File: config.mk
export PLATFORM = sky130hd
export DESIGN_NAME = down_timer
export DESIGN_NICKNAME = d
export VERILOG_FILES = /design/src/rtl/down_timer.sv
export SDC_FILE = /design/constraint.sdc
export NUM_CORES = 1
export LEC_CHECK = 0
export CAP_MARGIN = 20
export CORE_MARGIN = 3
export CORE_UTILIZATION = 25
export DETAILED_ROUTE_END_ITERATION = 12
export PLACE_DENSITY = 0.58
export SETUP_SLACK_MARGIN = 0.1
export SLEW_MARGIN = 20
export SYNTH_ARGS = -nofsm -noshare
export SYNTH_HDL_FRONTEND = slang
export SYNTH_SLANG_ARGS = --single-unit
File: constraint.sdc
create_clock -name clk -period 3.1 [get_ports clk]
set_input_delay 0.62 -clock clk [delete_from_list [all_inputs] [get_ports clk]]
set_output_delay 0.62 -clock clk [all_outputs]
set_load 0.02 [all_outputs]
File: src/rtl/down_timer.sv
// Loadable down-counting timer (stop > load > count); optional periodic mode via DOWN_TIMER_AUTO_RELOAD_EN.
// Latency: cnt shows load_val one cycle after load; done pulses load_val+1 cycles after load.
// No backpressure: load/stop are sampled every edge; en pauses the count while running.
module down_timer #(
  parameter int WIDTH = 4
) (
  input  logic             clk,
  input  logic             rst,
  input  logic             load,
  input  logic [WIDTH-1:0] load_val,
  input  logic             en,
  input  logic             stop,
  output logic [WIDTH-1:0] cnt,
  output logic             busy,
  output logic             done
);

  typedef enum logic [1:0] {
    IDLE = 2'd0,
    RUN  = 2'd1,
    DONE = 2'd2
  } state_t;

  state_t           state, state_nxt;
  logic [WIDTH-1:0] cnt_nxt;
  logic             done_nxt;

`ifdef DOWN_TIMER_AUTO_RELOAD_EN
  logic [WIDTH-1:0] reload, reload_nxt;
`endif

  always_comb begin
    state_nxt = state;
    cnt_nxt   = cnt;
    done_nxt  = 1'b0;
`ifdef DOWN_TIMER_AUTO_RELOAD_EN
    reload_nxt = reload;
`endif
    if (stop) begin
      state_nxt = IDLE;
      cnt_nxt   = '0;
    end else if (load) begin
      // Load behaves identically from IDLE, RUN (restart) and DONE.
      cnt_nxt = load_val;
`ifdef DOWN_TIMER_AUTO_RELOAD_EN
      reload_nxt = load_val;
`endif
      if (load_val == '0) begin
        state_nxt = DONE;
        done_nxt  = 1'b1;
      end else begin
        state_nxt = RUN;
      end
    end else begin
      case (state)
        RUN: begin
          if (en) begin
            if (cnt == WIDTH'(1)) begin
              done_nxt = 1'b1;
`ifdef DOWN_TIMER_AUTO_RELOAD_EN
              cnt_nxt = reload;
`else
              state_nxt = DONE;
              cnt_nxt   = '0;
`endif
            end else begin
              cnt_nxt = cnt - 1'b1;
            end
          end
        end
        DONE:    state_nxt = IDLE;
        default: state_nxt = state;
      endcase
    end
  end

  always_ff @(posedge clk or negedge rst) begin
    if (!rst) begin
      state <= IDLE;
      cnt   <= '0;
      done  <= 1'b0;
    end else begin
      state <= state_nxt;
      cnt   <= cnt_nxt;
      done  <= done_nxt;
    end
  end

`ifdef DOWN_TIMER_AUTO_RELOAD_EN
  always_ff @(posedge clk or negedge rst) begin
    if (!rst) begin
      reload <= '0;
    end else begin
      reload <= reload_nxt;
    end
  end
`endif

  assign busy = (state == RUN);

endmodule
==> results.ini, run 1 <==
[run_status]
status=completed

[grt]
antenna_found_initial=0
grt_util_all_layers_pct=10.4
grt_first_pass_wirelength_um=1880
grt_overflow=0
grt_pass1_vias=443
grt_max_degree=11

[logic_synthesis]
yosysMostFrequentCell=dfrtp_1
synth_edf_count=0
netlist.area_leader.share_pct=38.6
syn_area_um2=454
synth-main-ff-cell=dfrtp_1
syn-mean-instance-area_um2=9.27
synth_seq_area_share_pct=38.6
yosys_register_bits=7
yosys_warnings=0
synth.top_cells.by_count=dfrtp_1 (7), inv_1 (5), nor2_1 (5)
yosysTopAreaCell=dfrtp_1
yosysUniqueCellTypes=25
async_reset_ff_share_pct=100
synth_nets=62
synth_top_cells_by_area=dfrtp_1 (39%), ha_1 (11%), a311oi_1 (5.8%)
syn_inst=49

[cts]
cts_buffer_depth=2
cts.reportedPaths.clkPinSlew_ns=0.06
cts.sinks=7
htree_levels=1
cts_setup_buffers=0
cts_hold_buf=0
cts_tree=yes
cts-buffers-inserted=3
clock_latency_ns=0.25
cts_resized=0
clockRootBuffer=clkbuf_4

[run]
maxCapViolCount=0

[drt]
wl_um=1120
drt-wirelength-per-cell_um=12.5
drt-initial-drc-count=8
firstDrtPassIters=4
ant_nets=0
viasPerCell=4.76
drc=0
vias=428

[timing]
slew-limit-headroom_pct=66.2
worstMarginPinSlew_ns=0.501
drv_slew=0
period_minus_slack_ns=2.19
max_freq_mhz=457
finalSetupViolations=0
period_share_pct=70.5
fin_worst_skew_ns=0.000293
rsz0062_at_grt=false
hold_viol=0
tns_ns=0

[critical_path]
crit_path_start_kind=flop
critical_path_class=reg -> out
timing.rr.end=cnt[3]
crit_end=busy
cp-startpoint=state[1]
cp_cell_sequence=inv_1 -> ha_1 -> clkdlybuf4s50_1
cpLargestDelayFamily=buffers and inverters
crit-reg2reg-launch=state[1]
endpoint_kind=primary output
slowest_stage=clkdlybuf4s50_1
path_depth=3
rrSetupSlack_ns=1.43
cpPeakStageDelay_ns=0.63
worstPathArrival_ns=1.57
path_max_fanout=4
ff2ff_path_depth=5
timing.critical_path.buf_inv=2
cp.required_ns=2.48

[die]
die_y_um=48.6
dieArea_um2=2360
num_io_pins=15
initial_utilization_pct=28.2
rows=14
core_area_um2=1610
dieWidth_um=48.6

[placement]
hpwl_um=822
dpl_cell_area_um2=621
port_buffers=14
routabilityCongestion=0.782

[cells_and_area]
fill_cells=171
fin_area_um2=647
antennaDiodeCount=0
nets=80
area_growth_pct=42.4
drive_above_1_share_pct=7.58

[power]
ir_worst_vdd_mv=0.143
powerDensity_nw_per_um2=405
p_leak_nw=0.260

[worst_hold_path]
hold_class=reg -> reg

-- worst min path at each step --
| stage | start | endpoint | slack [ns] | cells after the start |
|---|---|---|---|---|
| finish | state[0] | state[0] | 0.58 | 2 |
| global route | state[0] | state[0] | 0.62 | 2 |
| CTS | state[0] | state[0] | 0.57 | 2 |
| detailed placement | state[0] | state[0] | 0.57 | 2 |
| global placement | state[0] | state[0] | 0.57 | 2 |
| floorplan | rst | cnt[0] | 0.32 | 0 |
-- metal layers --
| metal | share of wire [%] | wire, um | GRT usage (%) | vias to the layer above |
|---|---|---|---|---|
| li1 | - | - | - | 211 |
| met1 | 45 | 501 | 11.6 | 196 |
| met2 | 47 | 525 | 17.2 | 19 |
| met3 | 6.6 | 74 | 2.76 | 2 |
| met4 | 1.8 | 20 | 7.11 | 0 |
| met5 | 0 | 0 | 0 | - |
-- layout make-up --
| class | count | area [um2] | share of cell area [%] |
|---|---|---|---|
| Inverter | 6 | 22.5 | 3.48 |
| Multi-Input combinational cell | 35 | 253 | 39.1 |
| Sequential cell | 7 | 175 | 27.1 |
| Tap cell | 24 | 30.0 | 4.64 |
| Timing Repair Buffer | 14 | 140 | 21.7 |
| Clock buffer | 4 | 26.3 | 4.06 |
-- power breakdown --
group	leakage [nW]	internal, mW	switching (mW)
Combinational	0.154	0.0355	0.0360
Clock	0.0150	0.0493	0.0363
Sequential	0.0911	0.0985	0.00666
Total	0.260	0.183	0.0789
-- through the flow --
step                worst slack (ns)  total power [mW]  util [%]  hold slack, ns  instances
finish                         0.914             0.262      40.1           0.577         90
global placement                1.02             0.177      38.5           0.568         86
CTS                            0.912             0.265      40.1           0.575         90
global route                   0.839             0.283      40.1           0.619         90
detailed placement             0.988             0.178      38.5           0.566         86
floorplan                       1.40             0.145         -           0.324         49
-- placed cells by master (no fill, tap or decap), types with 2 or more instances in the layout --
master,netlist,layout
a311oi_1,3,3
clkbuf_4,0,3
clkdlybuf4s50_1,0,14
dfrtp_1,7,7
ha_1,4,4
inv_1,5,5
nand2_1,3,3
nand2b_1,3,3
nor2_1,5,5
o21ai_0,2,2
-- logic make-up (layout without fill, tap and decap cells) --
family	after synthesis	after routing	synth area share [%]
and+or+nand+nor	17	17	21.2
adders and majority gates	4	4	11.0
buffers and inverters	7	24	5.78
AOI/OAI and AO/OA	13	13	21.5
DFF	7	7	38.6
xor gates and xnor gates	1	1	1.93
-- worst reg2reg max path, delay by kind of cell (launching register included) --
family,cells,cell delay [ns]
and+or+nand+nor,2,0.64
DFF,1,0.39
adders and majority gates,1,0.21
AOI/OAI and AO/OA,1,0.25
buffers and inverters,1,0.09
-- registers in the layout (all words and copies together) (netlist names) --
signal / cells
state: 2
cnt: 4
done: 1
No activity file was read; power rests on OpenSTA's default activity.
==> run 2, diff against run 1 <==
==> constraint.sdc (replaced) <==
create_clock -name clk -period 2.3 [get_ports clk]
set_input_delay 0.46 -clock clk [delete_from_list [all_inputs] [get_ports clk]]
set_output_delay 0.46 -clock clk [all_outputs]
set_load 0.02 [all_outputs]
==> results.ini, run 2 (synthesized netlist as in run 1, its figures left out) <==
[drt]
drt-wirelength-per-cell_um=12.4
viasPerCell=4.70
drc=0
drt-initial-drc-count=5
vias=423
wl_um=1120
firstDrtPassIters=5
ant_nets=0

[cts]
cts_resized=0
cts_tree=yes
clockRootBuffer=clkbuf_4
cts.reportedPaths.clkPinSlew_ns=0.06
clock_latency_ns=0.26
cts_setup_buffers=0
cts.sinks=7
cts_hold_buf=0
htree_levels=1
cts_buffer_depth=2
cts-buffers-inserted=3

[cells_and_area]
utilization_pct=40.1
nets=80
regMostFlops=cnt
antennaDiodeCount=0
drive_above_1_share_pct=7.58
reg_top3=cnt x4, state x2, done x1
largest_register_ffs=4
layout_commonest_cell=clkdlybuf4s50_1
area_growth_pct=42.4
final_cell_mix=clkdlybuf4s50_1 (14), dfrtp_1 (7), inv_1 (5), nor2_1 (5), ha_1 (4)

[die]
initial_utilization_pct=28.2
die_y_um=48.6
rows=14
num_io_pins=15
dieWidth_um=48.6
core_area_um2=1610
dieArea_um2=2360

[grt]
antenna_found_initial=0
grt_overflow=0
grt_util_all_layers_pct=10.4
grt_max_degree=11
grt_pass1_vias=422
grt_first_pass_wirelength_um=1870

[run_status]
status=completed

[timing]
hold_viol=0
period_minus_slack_ns=1.99
drv_slew=0
whs_ns=0.472
tns_ns=0
max_freq_mhz=502
rsz0062_at_grt=false
worstMarginPinSlew_ns=0.520
finalSetupViolations=0
slew-limit-headroom_pct=64.9
fin_worst_skew_ns=0.00571
period_share_pct=86.7

[power]
clkPwrFrac_pct=33.1
powerDensity_nw_per_um2=549
p_sw_share_pct=30.4
p_leak_nw=0.260
internal-power_uw=247
pwr-share-comb_pct=27.2
p_seq_share_pct=39.8
switching_power_uw=108
ir_worst_vdd_mv=0.191

[critical_path]
crit_path_start_kind=flop
cp.required_ns=1.84
rrSetupSlack_ns=0.66
timing.rr.end=cnt[3]
crit-reg2reg-launch=state[1]
critical_path_class=reg -> out
endpoint_kind=primary output
worstPathArrival_ns=1.53
ff2ff_path_depth=5
path_max_fanout=4

[placement]
port_buffers=14
routabilityCongestion=0.783
hpwl_um=842

[run]
maxCapViolCount=0

[worst_hold_path]
hold_class=in -> async

run 2: worst max-delay path, cell delays in order (launching register included):
cell and delay, ns:
dfrtp_1 0.38, inv_1 0.07, ha_1 0.20, clkdlybuf4s50_1 0.62
run 2: worst max-delay path by stage:
stage / start / end / slack, ns
after CTS: state[1] / busy / 0.29
after global placement: en / cnt[3] / 0.38
after global routing: state[1] / busy / 0.22
after floorplan: state[1] / cnt[3] / 0.60
after detailed placement: en / cnt[3] / 0.35
final: state[1] / busy / 0.31
run 2: power groups by stage:
stage | Combinational (mW) | Clock, mW | Sequential [mW]
global placement | 0.0952 | 0 | 0.143
CTS | 0.0970 | 0.121 | 0.141
finish | 0.0964 | 0.117 | 0.141
floorplan | 0.0457 | 0 | 0.149
detailed placement | 0.0957 | 0 | 0.144
global route | 0.107 | 0.129 | 0.143
run 2: layer usage:
layer,global-route usage [%],part of all wire [%]
met1,12.2,48
met4,7.11,1.7
met3,3.99,5.9
met2,15.6,44
met5,0,0
run 2: final cells by class:
class / count / area, um2
flip-flops and latches: 7 / 175
clock buffers: 4 / 26.3
inverters: 6 / 22.5
fillers: 180 / 965
repair buffers: 14 / 140
multi-input cells: 35 / 253
well taps: 24 / 30.0
run 2: stage by stage:
| stage | power, mW | cells | area [um2] | setup WS (ns) |
|---|---|---|---|---|
| after global routing | 0.379 | 90 | 647 | 0.222 |
| after detailed placement | 0.239 | 86 | 621 | 0.346 |
| final | 0.355 | 90 | 647 | 0.307 |
| after CTS | 0.360 | 90 | 647 | 0.293 |
| after floorplan | 0.195 | 49 | 454 | 0.598 |
| after global placement | 0.239 | 86 | 621 | 0.378 |
==> run 3, diff against run 2 <==
--- a/config.mk
+++ b/config.mk
@@ -9,6 +9,7 @@
 export CORE_MARGIN = 3
 export CORE_UTILIZATION = 25
 export DETAILED_ROUTE_END_ITERATION = 12
+export GPL_TIMING_DRIVEN = 1
 export PLACE_DENSITY = 0.58
 export SETUP_SLACK_MARGIN = 0.1
 export SLEW_MARGIN = 20
==> results of run 3 <==
Same layout as run 2: the final DEF is identical, and so are final timing and power.
